--- src/rtl/dnn_pkg.sv ---
// Shared definitions for the DNN CPU datapath blocks.
package dnn_pkg;

  localparam int unsigned DNN_DATA_W  = 32;
  localparam int unsigned DNN_MAX_LEN = 16;

  typedef enum logic [1:0] {
    IDLE,
    ACCUM,
    DONE
  } stateT;

endpackage

--- src/rtl/lt_cmp32.sv ---
// 32-bit less-than comparator with selectable signed/unsigned ordering.
module lt_cmp32
  import dnn_pkg::*;
(
  input  logic [DNN_DATA_W-1:0] a,
  input  logic [DNN_DATA_W-1:0] b,
  input  logic                  uMod,
  output logic                  lt
);

  logic [DNN_DATA_W-1:0] aKey;
  logic [DNN_DATA_W-1:0] bKey;

  // Flipping the sign bit maps two's complement order onto unsigned order.
  always_comb begin
    aKey = a;
    bKey = b;
    if (!uMod) begin
      aKey[DNN_DATA_W-1] = ~a[DNN_DATA_W-1];
      bKey[DNN_DATA_W-1] = ~b[DNN_DATA_W-1];
    end
    lt = (aKey < bKey);
  end

endmodule

--- src/rtl/max_argmax_unit.sv ---
// Streamed max/argmax reduction: accepts len words, then holds {max, index} until consumed.
module max_argmax_unit
  import dnn_pkg::*;
#(
  parameter int unsigned DATA_W  = DNN_DATA_W,
  parameter int unsigned MAX_LEN = DNN_MAX_LEN,
  parameter int unsigned IDX_W   = $clog2(MAX_LEN)
) (
  input  logic              clk,
  input  logic              rst_n,
  input  logic              start,
  input  logic [IDX_W:0]    len,
  input  logic              uMod,
  input  logic              in_valid,
  output logic              in_ready,
  input  logic [DATA_W-1:0] in_data,
  output logic              out_valid,
  input  logic              out_ready,
  output logic [DATA_W-1:0] out_max,
  output logic [IDX_W-1:0]  out_idx,
  output logic              busy,
  output logic              err
);

  localparam int unsigned LenW = IDX_W + 1;

  stateT             stateQ, stateD;
  logic [IDX_W-1:0]  cntQ, cntD;
  logic [IDX_W-1:0]  idxQ, idxD;
  logic [DATA_W-1:0] maxQ, maxD;
  logic [LenW-1:0]   lenQ, lenD;
  logic              uModQ, uModD;
  logic              errQ, errD;

  logic lenOk;
  logic lastElem;
  logic newMax;

  lt_cmp32 uLtCmp (
    .a    (maxQ),
    .b    (in_data),
    .uMod (uModQ),
    .lt   (newMax)
  );

  assign lenOk    = (len != '0) && (len <= LenW'(MAX_LEN));
  assign lastElem = ({1'b0, cntQ} == (lenQ - LenW'(1)));

  always_comb begin
    stateD = stateQ;
    cntD   = cntQ;
    idxD   = idxQ;
    maxD   = maxQ;
    lenD   = lenQ;
    uModD  = uModQ;
    errD   = 1'b0;
    unique case (stateQ)
      IDLE: begin
        if (start) begin
          if (lenOk) begin
            lenD   = len;
            uModD  = uMod;
            cntD   = '0;
            stateD = ACCUM;
          end else begin
            errD = 1'b1;
          end
        end
      end
      ACCUM: begin
        if (in_valid) begin
          // Strict less-than keeps the earliest index on ties.
          if ((cntQ == '0) || newMax) begin
            maxD = in_data;
            idxD = cntQ;
          end
          cntD = cntQ + IDX_W'(1);
          if (lastElem) stateD = DONE;
        end
      end
      DONE: begin
        if (out_ready) stateD = IDLE;
      end
      default: stateD = IDLE;
    endcase
  end

  always_ff @(posedge clk or negedge rst_n) begin
    if (!rst_n) begin
      stateQ <= IDLE;
      cntQ   <= '0;
      idxQ   <= '0;
      maxQ   <= '0;
      lenQ   <= '0;
      uModQ  <= 1'b0;
      errQ   <= 1'b0;
    end else begin
      stateQ <= stateD;
      cntQ   <= cntD;
      idxQ   <= idxD;
      maxQ   <= maxD;
      lenQ   <= lenD;
      uModQ  <= uModD;
      errQ   <= errD;
    end
  end

  assign in_ready  = (stateQ == ACCUM);
  assign out_valid = (stateQ == DONE);
  assign busy      = (stateQ != IDLE);
  assign out_max   = maxQ;
  assign out_idx   = idxQ;
  assign err       = errQ;

endmodule

--- config.mk ---
export PLATFORM = sky130hd
export DESIGN_NAME = max_argmax_unit
export DESIGN_NICKNAME = d
export VERILOG_FILES = /design/src/rtl/dnn_pkg.sv /design/src/rtl/lt_cmp32.sv /design/src/rtl/max_argmax_unit.sv
export SDC_FILE = /design/constraint.sdc
export NUM_CORES = 1
export LEC_CHECK = 0
export CAP_MARGIN = 20
export CORE_MARGIN = 5
export CORE_UTILIZATION = 50
export CTS_BUF_LIST = sky130_fd_sc_hd__clkbuf_4 sky130_fd_sc_hd__clkbuf_8 sky130_fd_sc_hd__clkbuf_16
export CTS_CLUSTER_SIZE = 8
export DETAILED_ROUTE_END_ITERATION = 10
export DONT_BUFFER_PORTS = 1
export PLACE_DENSITY = 0.78
export SLEW_MARGIN = 40
export SYNTH_ARGS = -nofsm -noshare
export SYNTH_HDL_FRONTEND = slang
export SYNTH_SLANG_ARGS = --single-unit
--- constraint.sdc ---
create_clock -name clk -period 2.2 [get_ports clk]
set_clock_uncertainty 0.05 [all_clocks]
set_input_delay 0.55 -clock clk [delete_from_list [all_inputs] [get_ports clk]]
set_output_delay 0.55 -clock clk [all_outputs]
set_load 0.005 [all_outputs]
==> impl_metrics.csv, run 1 <==
group,metric,value,unit
sta,fin_crit_sh,114,%
power_and_ir_drop,clockPowerShare,12.0,%
logic_synthesis,synth_flop_cell,"dfrtp_1",
finish,fill_cells,424,
clocking,root_buffer,"clkbuf_8",
clocking,clk_pin_slew_worst_paths,0.10,ns
power_and_ir_drop,total_leakage_power,1.80,nW
die,floorplan.initialDensity,51.8,%
finish,area_delta_synth_final,33.9,%
sta,setup_viol,36,
route,drt-initial-drc-count,60,
sta,worst_pin_slew,0.389,ns
run_status,violations,"negative setup slack",
finish,register_area,1230,sq um
sta,hold_violations,0,
logic_synthesis,synth_cell_type_count,34,
worst_hold_path,hold_path.class,"in2async",
sta,slew_violations,0,
route,ant_nets,0,
global_route,globalRoute.totalOverflow,0,
route,wl_per_cell,17.8,microns
die,core_area,5570,sq um
sta,tns,-9.64,ns
logic_synthesis,synth-async-reset-ratio,100,%
route,drcViolationCount,0,
route,wirelength,7020,microns
logic_synthesis,synth_edf_count,0,
power_and_ir_drop,sw_frac_of_total,35.9,%
die,row_count,27,
critical_path,timing.rr.start,"out_max[29]",
finish,stdcell_count,394,
logic_synthesis,ys.warnings.count,0,
critical_path,r2r_cells,9,
power_and_ir_drop,power.internal,3.62,mW
sta,max_freq,400,MHz
power_and_ir_drop,p_comb_share,57.4,%
placement,port_buffers,0,
critical_path,arrival,2.63,ns
sta,max-slew-margin-rel,74.0,%
global_route,grt_pass1_vias,2373,
critical_path,path_max_fanout,10,
logic_synthesis,synth_area,2890,sq um
die,die_x,86.0,microns
power_and_ir_drop,powerDensity,1460,nW/um^2
power_and_ir_drop,max-vdd-ir-drop,0.712,mV
critical_path,cp-start-kind,"flop",
finish,nets,397,
sta,setup_slack,-0.303,ns
clocking,htreeDepth,2,
global_route,antenna_found_initial,0,
run_status,outcome,"complete, but fails checks",
run,drv_cap,0,
critical_path,critPathKind,"reg2reg",
clocking,clock_path_buffers,2,
logic_synthesis,syn_area_per_cell,10.8,sq um
placement,gp_congestion,0.788,
clocking,cts_tree,"yes",
die,pin_count,83,
clocking,cts-buffers-inserted,5,
finish,antennaDiodeCount,0,
clocking,cts_sinks,49,
route,via_count,2142,
die,die-area,7400,sq um
logic_synthesis,ys_seq_area_share,42.5,%
critical_path,end_kind,"flop",
sta,rsz0062_at_grt,"yes",
clocking,clkLatencyLatePin,0.31,ns
finish,multiInputGateArea,1810,sq um
power_and_ir_drop,switchingPower,2.03,mW
power_and_ir_drop,total_power,5.65,mW
logic_synthesis,synth_cells,267,
global_route,grtUsageTotal,19.3,%
sta,fin_crit,2.50,ns
route,drt_pass1_iterations,4,
logic_synthesis,ys_seq_elements,49,
critical_path,crit_start,"out_max[29]",
die,die_h,86.0,microns
power_and_ir_drop,pwr-share-seq,30.6,%
placement,hpwl,5040,microns
critical_path,required,2.33,ns
global_route,grt_pass1_wl,11200,microns
route,vias_per_cell,5.44,
logic_synthesis,synthesis.nets,343,
global_route,grt_max_degree,50,
finish,drive_gt1_share,38.8,%
placement,dpl.cell_count,378,
-- what timing repair did --
item,4_1_cts,5_1_grt
hold buffers,1,0
cloned,1,2
setup buffers,4,2
pin swaps,0,7
gates resized for setup,16,7
setup endpoints to repair,36,36
hold endpoints to repair,49,0
-- sequential cells by signal, indices dropped and copies added (netlist names) --
signal   count
cntQ         4
lenQ         5
err          1
out_max     32
uModQ        1
out_idx      4
stateQ       2
-- path summary, 6_finish.rpt --
kind	endpoint	slack [ns]
worst max-delay path	out_max[27]	-0.30
worst min-delay path	cntQ[0]	0.03
worst max register to register	out_max[27]	-0.30
worst min register to register	uModQ	0.48
max in group asynchronous	out_max[6]	1.84
min in group clk	out_max[8]	0.33
-- power groups by stage --
stage | combinational, mW | clock [mW] | sequential (mW)
after detailed placement | 2.80 | 0 | 1.71
after floorplan | 1.73 | 0 | 1.75
after CTS | 3.13 | 0.701 | 1.71
after global routing | 3.57 | 0.731 | 1.80
after global placement | 2.68 | 0 | 1.68
final | 3.24 | 0.680 | 1.73
-- worst max-delay path: stages (launching register included) --
cell      delay [ns]
dfrtp_1         0.42
ha_4            0.26
a21o_1          0.19
a21o_1          0.19
a21oi_2         0.13
o211ai_1        0.18
a211oi_4        0.30
buf_6           0.17
buf_12          0.14
mux2_1          0.33
-- cell usage in the layout, fill, tap and decap left out, types with 2 or more instances in the layout --
| cell type | instances |
|---|---|
| inv_1 | 31 |
| clkbuf_8 | 6 |
| o21ai_1 | 3 |
| mux2_4 | 22 |
| nand2_1 | 15 |
| a21oi_1 | 11 |
| a211oi_1 | 2 |
| xor2_1 | 4 |
| nand3_1 | 5 |
| mux2_1 | 8 |
| inv_4 | 2 |
| a21o_1 | 3 |
| inv_2 | 3 |
| nand2b_1 | 5 |
| nor3_1 | 2 |
| buf_12 | 3 |
| nand4_1 | 6 |
| ha_1 | 18 |
| nor2_1 | 8 |
| o21ai_0 | 10 |
| buf_6 | 2 |
| dfrtp_1 | 49 |
| xnor2_1 | 3 |
| mux2_2 | 12 |
| ha_4 | 15 |
| buf_4 | 44 |
| nand3b_1 | 3 |
| nor2b_1 | 2 |
-- layer usage --
layer  wire (microns)  vias up  track usage [%]
li1                 -     1039                -
met1             2750     1044             21.7
met2             3720       53             35.0
met3              504        6             5.38
met4               55        0             6.19
met5                0        -                0
-- logic make-up after synthesis --
kind of cell | share of synthesized area (%)
and+or+nand+nor | 10.1
DFF | 42.5
muxes | 16.4
buffers and inverters | 6.11
AOI/OAI and AO/OA | 8.58
adders and majority gates | 14.3
xor gates and xnor gates | 2.12
-- synthesized netlist by cell type, drive strengths merged (2+ instances only) --
master / number / area (sq um)
a21oi: 12 / 60.1
nor4: 2 / 12.5
nor2b: 2 / 12.5
mux2: 42 / 473
nand2: 15 / 56.3
inv: 37 / 139
nor2: 9 / 33.8
dfrtp: 49 / 1230
xnor2: 3 / 26.3
nor3: 2 / 10.0
nand3: 7 / 35.0
and4: 2 / 17.5
a21o: 3 / 22.5
xor2: 4 / 35.0
ha: 33 / 413
a211oi: 4 / 42.5
nand2b: 5 / 31.3
o21ai: 13 / 65.1
nand3b: 3 / 22.5
buf: 3 / 33.8
nand4: 6 / 37.5
-- through the flow --
stage | hold slack [ns] | utilization (%) | worst slack (ns) | area, sq um
floorplan | 0.204 | - | -0.294 | 3090
global placement | 0.206 | 62.7 | -0.378 | 3490
detailed placement | 0.206 | 62.7 | -0.447 | 3490
CTS | 0.0431 | 68.2 | -0.255 | 3800
global route | 0.0456 | 69.4 | -0.401 | 3870
finish | 0.0331 | 69.4 | -0.303 | 3870
-- area by class of cell --
cell class	instances	area share, %
Multi-Input combinational cell	177	46.9
Clock inverter	1	0.776
Timing Repair Buffer	51	12.0
Sequential cell	49	31.7
Clock buffer	7	2.33
Inverter	37	3.91
Tap cell	72	2.33
No activity file was read; power rests on OpenSTA's default activity.
==> run 2, diff against run 1 <==
--- a/config.mk
+++ b/config.mk
@@ -12,7 +12,7 @@
 export CTS_CLUSTER_SIZE = 8
 export DETAILED_ROUTE_END_ITERATION = 10
 export DONT_BUFFER_PORTS = 1
-export PLACE_DENSITY = 0.78
+export PLACE_DENSITY = 0.75
 export SLEW_MARGIN = 40
 export SYNTH_ARGS = -nofsm -noshare
 export SYNTH_HDL_FRONTEND = slang
==> constraint.sdc (replaced) <==
create_clock -name clk -period 2.5 [get_ports clk]
set_clock_uncertainty 0.05 [all_clocks]
set_input_delay 0.625 -clock clk [delete_from_list [all_inputs] [get_ports clk]]
set_output_delay 0.625 -clock clk [all_outputs]
set_load 0.005 [all_outputs]
==> impl_metrics.csv, run 2 (synthesis results as in run 1) <==
group,metric,value,unit
power_and_ir_drop,clockPowerShare,10.5,%
critical_path,r2r-end,"out_max[2]",
power_and_ir_drop,sw_frac_of_total,38.0,%
sta,worst_pin_slew,0.364,ns
power_and_ir_drop,p_comb_share,51.3,%
route,vias_per_cell,5.64,
power_and_ir_drop,max-vdd-ir-drop,0.579,mV
sta,setup_slack,0.0141,ns
die,die_h,86.0,microns
global_route,grt_pass1_wl,10100,microns
critical_path,end_kind,"flop",
critical_path,timing.rr.start,"out_max[23]",
global_route,grtUsageTotal,17.0,%
clocking,clkLatencyLatePin,0.30,ns
finish,final_cell_area,3570,sq um
power_and_ir_drop,power.internal,2.75,mW
placement,placed_cell_area,3220,sq um
clocking,clk_pin_slew_worst_paths,0.09,ns
power_and_ir_drop,total_leakage_power,1.63,nW
route,drcViolationCount,0,
finish,area_delta_synth_final,23.7,%
power_and_ir_drop,powerDensity,1240,nW/um^2
placement,port_buffers,0,
sta,max_freq,402,MHz
placement,gp_congestion,0.777,
die,die_x,86.0,microns
clocking,htreeDepth,2,
die,die-area,7400,sq um
critical_path,cp-start-kind,"flop",
global_route,antenna_found_initial,0,
sta,fin_crit_sh,99.4,%
route,via_count,2015,
critical_path,arrival,2.63,ns
die,core_area,5570,sq um
clocking,clock_path_buffers,2,
global_route,grt_pass1_vias,2100,
critical_path,r2r_cells,9,
clocking,cts-buffers-inserted,5,
placement,pre_cts_ws,-0.143,ns
route,drt_pass1_iterations,4,
run,drv_cap,0,
critical_path,critPathCapture,"out_max[2]",
finish,nets,360,
sta,max-slew-margin-rel,75.6,%
finish,drive_gt1_share,31.6,%
critical_path,crit_start,"out_max[23]",
die,floorplan.initialDensity,51.8,%
sta,slew_violations,0,
critical_path,path_max_fanout,6,
power_and_ir_drop,pwr-share-seq,38.2,%
placement,hpwl,4780,microns
clocking,root_buffer,"clkbuf_8",
worst_hold_path,hold_path.class,"in2async",
global_route,globalRoute.totalOverflow,0,
die,pin_count,83,
finish,final_common_cell,"dfrtp_1",
route,ant_nets,0,
sta,hold_violations,0,
finish,antennaDiodeCount,0,
finish,largest_reg_flops,32,
sta,rsz0062_at_grt,"yes",
die,row_count,27,
global_route,grt_max_degree,50,
clocking,cts_tree,"yes",
sta,setup_viol,0,
finish,fill_cells,447,
route,wirelength,6760,microns
power_and_ir_drop,switchingPower,1.68,mW
route,wl_per_cell,18.9,microns
critical_path,critPathKind,"reg2reg",
run_status,outcome,"complete, no violations",
finish,layout_common_cells,"dfrtp_1 (47), inv_1 (31), mux2_4 (28)",
route,drt-initial-drc-count,86,
sta,fin_crit,2.49,ns
critical_path,required,2.64,ns
critical_path,r2r_slack,0.01,ns
clocking,cts_sinks,49,
==> run 2: cell count changes in the layout (fill, tap and decap cells not counted), sizes merged <==
cell	delta
clkinv	+2
bufinv	-1
buf	-38
==> run 2: worst min-delay path by stage <==
stage / from / end / slack [ns] / cells past startpoint
CTS: rst_n / out_max[20] / 0.12 / 1
finish: rst_n / out_max[20] / 0.12 / 1
global placement: rst_n / out_max[23] / 0.28 / 0
floorplan: rst_n / cntQ[0] / 0.28 / 0
global route: rst_n / out_max[17] / 0.13 / 1
detailed placement: rst_n / out_max[23] / 0.28 / 0
==> run 2: power groups by stage <==
stage | logic (mW) | clock network, mW | registers, mW
6_report | 2.27 | 0.465 | 1.69
2_1_floorplan | 1.52 | 0 | 1.54
3_5_place_dp | 1.85 | 0 | 1.68
5_1_grt | 2.52 | 0.511 | 1.76
4_1_cts | 1.89 | 0.480 | 1.67
3_3_place_gp | 1.77 | 0 | 1.66
==> run 2: metal layers <==
| metal | track usage [%] | part of all wire [%] | vias up |
|---|---|---|---|
| met4 | 5.47 | 1.9 | 0 |
| met2 | 28.2 | 49 | 65 |
| met3 | 6.72 | 7.8 | 13 |
| li1 | - | - | 966 |
| met5 | 0 | 0 | - |
| met1 | 20.1 | 41 | 971 |
==> run 2: timing repair <==
| action | 4_1_cts | 5_1_grt |
|---|---|---|
| setup endpoints to repair | 0 | 35 |
| hold endpoints to repair | 49 | 0 |
| resized for setup | 0 | 30 |
| hold buffers | 1 | 0 |
| setup buffers | 0 | 2 |
==> run 2: through the flow <==
step	power [mW]	hold WS [ns]	TNS (ns)	util (%)	instances
after floorplan	3.06	0.279	-1.88	-	267
after global placement	3.42	0.281	-3.71	57.7	343
after detailed placement	3.53	0.281	-3.98	57.7	343
after CTS	4.04	0.124	0	59.8	352
after global routing	4.79	0.128	-0.992	64.1	357
final	4.43	0.122	0	64.1	357
==> run 2: final cells by class <==
cell class / count / area [sq um] / share of cell area [%]
Multi-Input combinational cell: 177 / 1820 / 50.8
Sequential cell: 49 / 1230 / 34.4
Timing Repair Buffer: 14 / 199 / 5.57
Inverter: 37 / 151 / 4.24
Tap cell: 72 / 90.1 / 2.52
Clock buffer: 6 / 76.3 / 2.14
Clock inverter: 2 / 10.0 / 0.280
==> run 2: critical path, cell delays in order, from the launching register on <==
cell	delay (ns)
dfrtp_1	0.42
ha_1	0.34
nand4_1	0.15
nor4_4	0.07
a22oi_1	0.19
o211ai_1	0.18
a211oi_4	0.35
buf_6	0.17
clkbuf_16	0.15
mux2_4	0.30
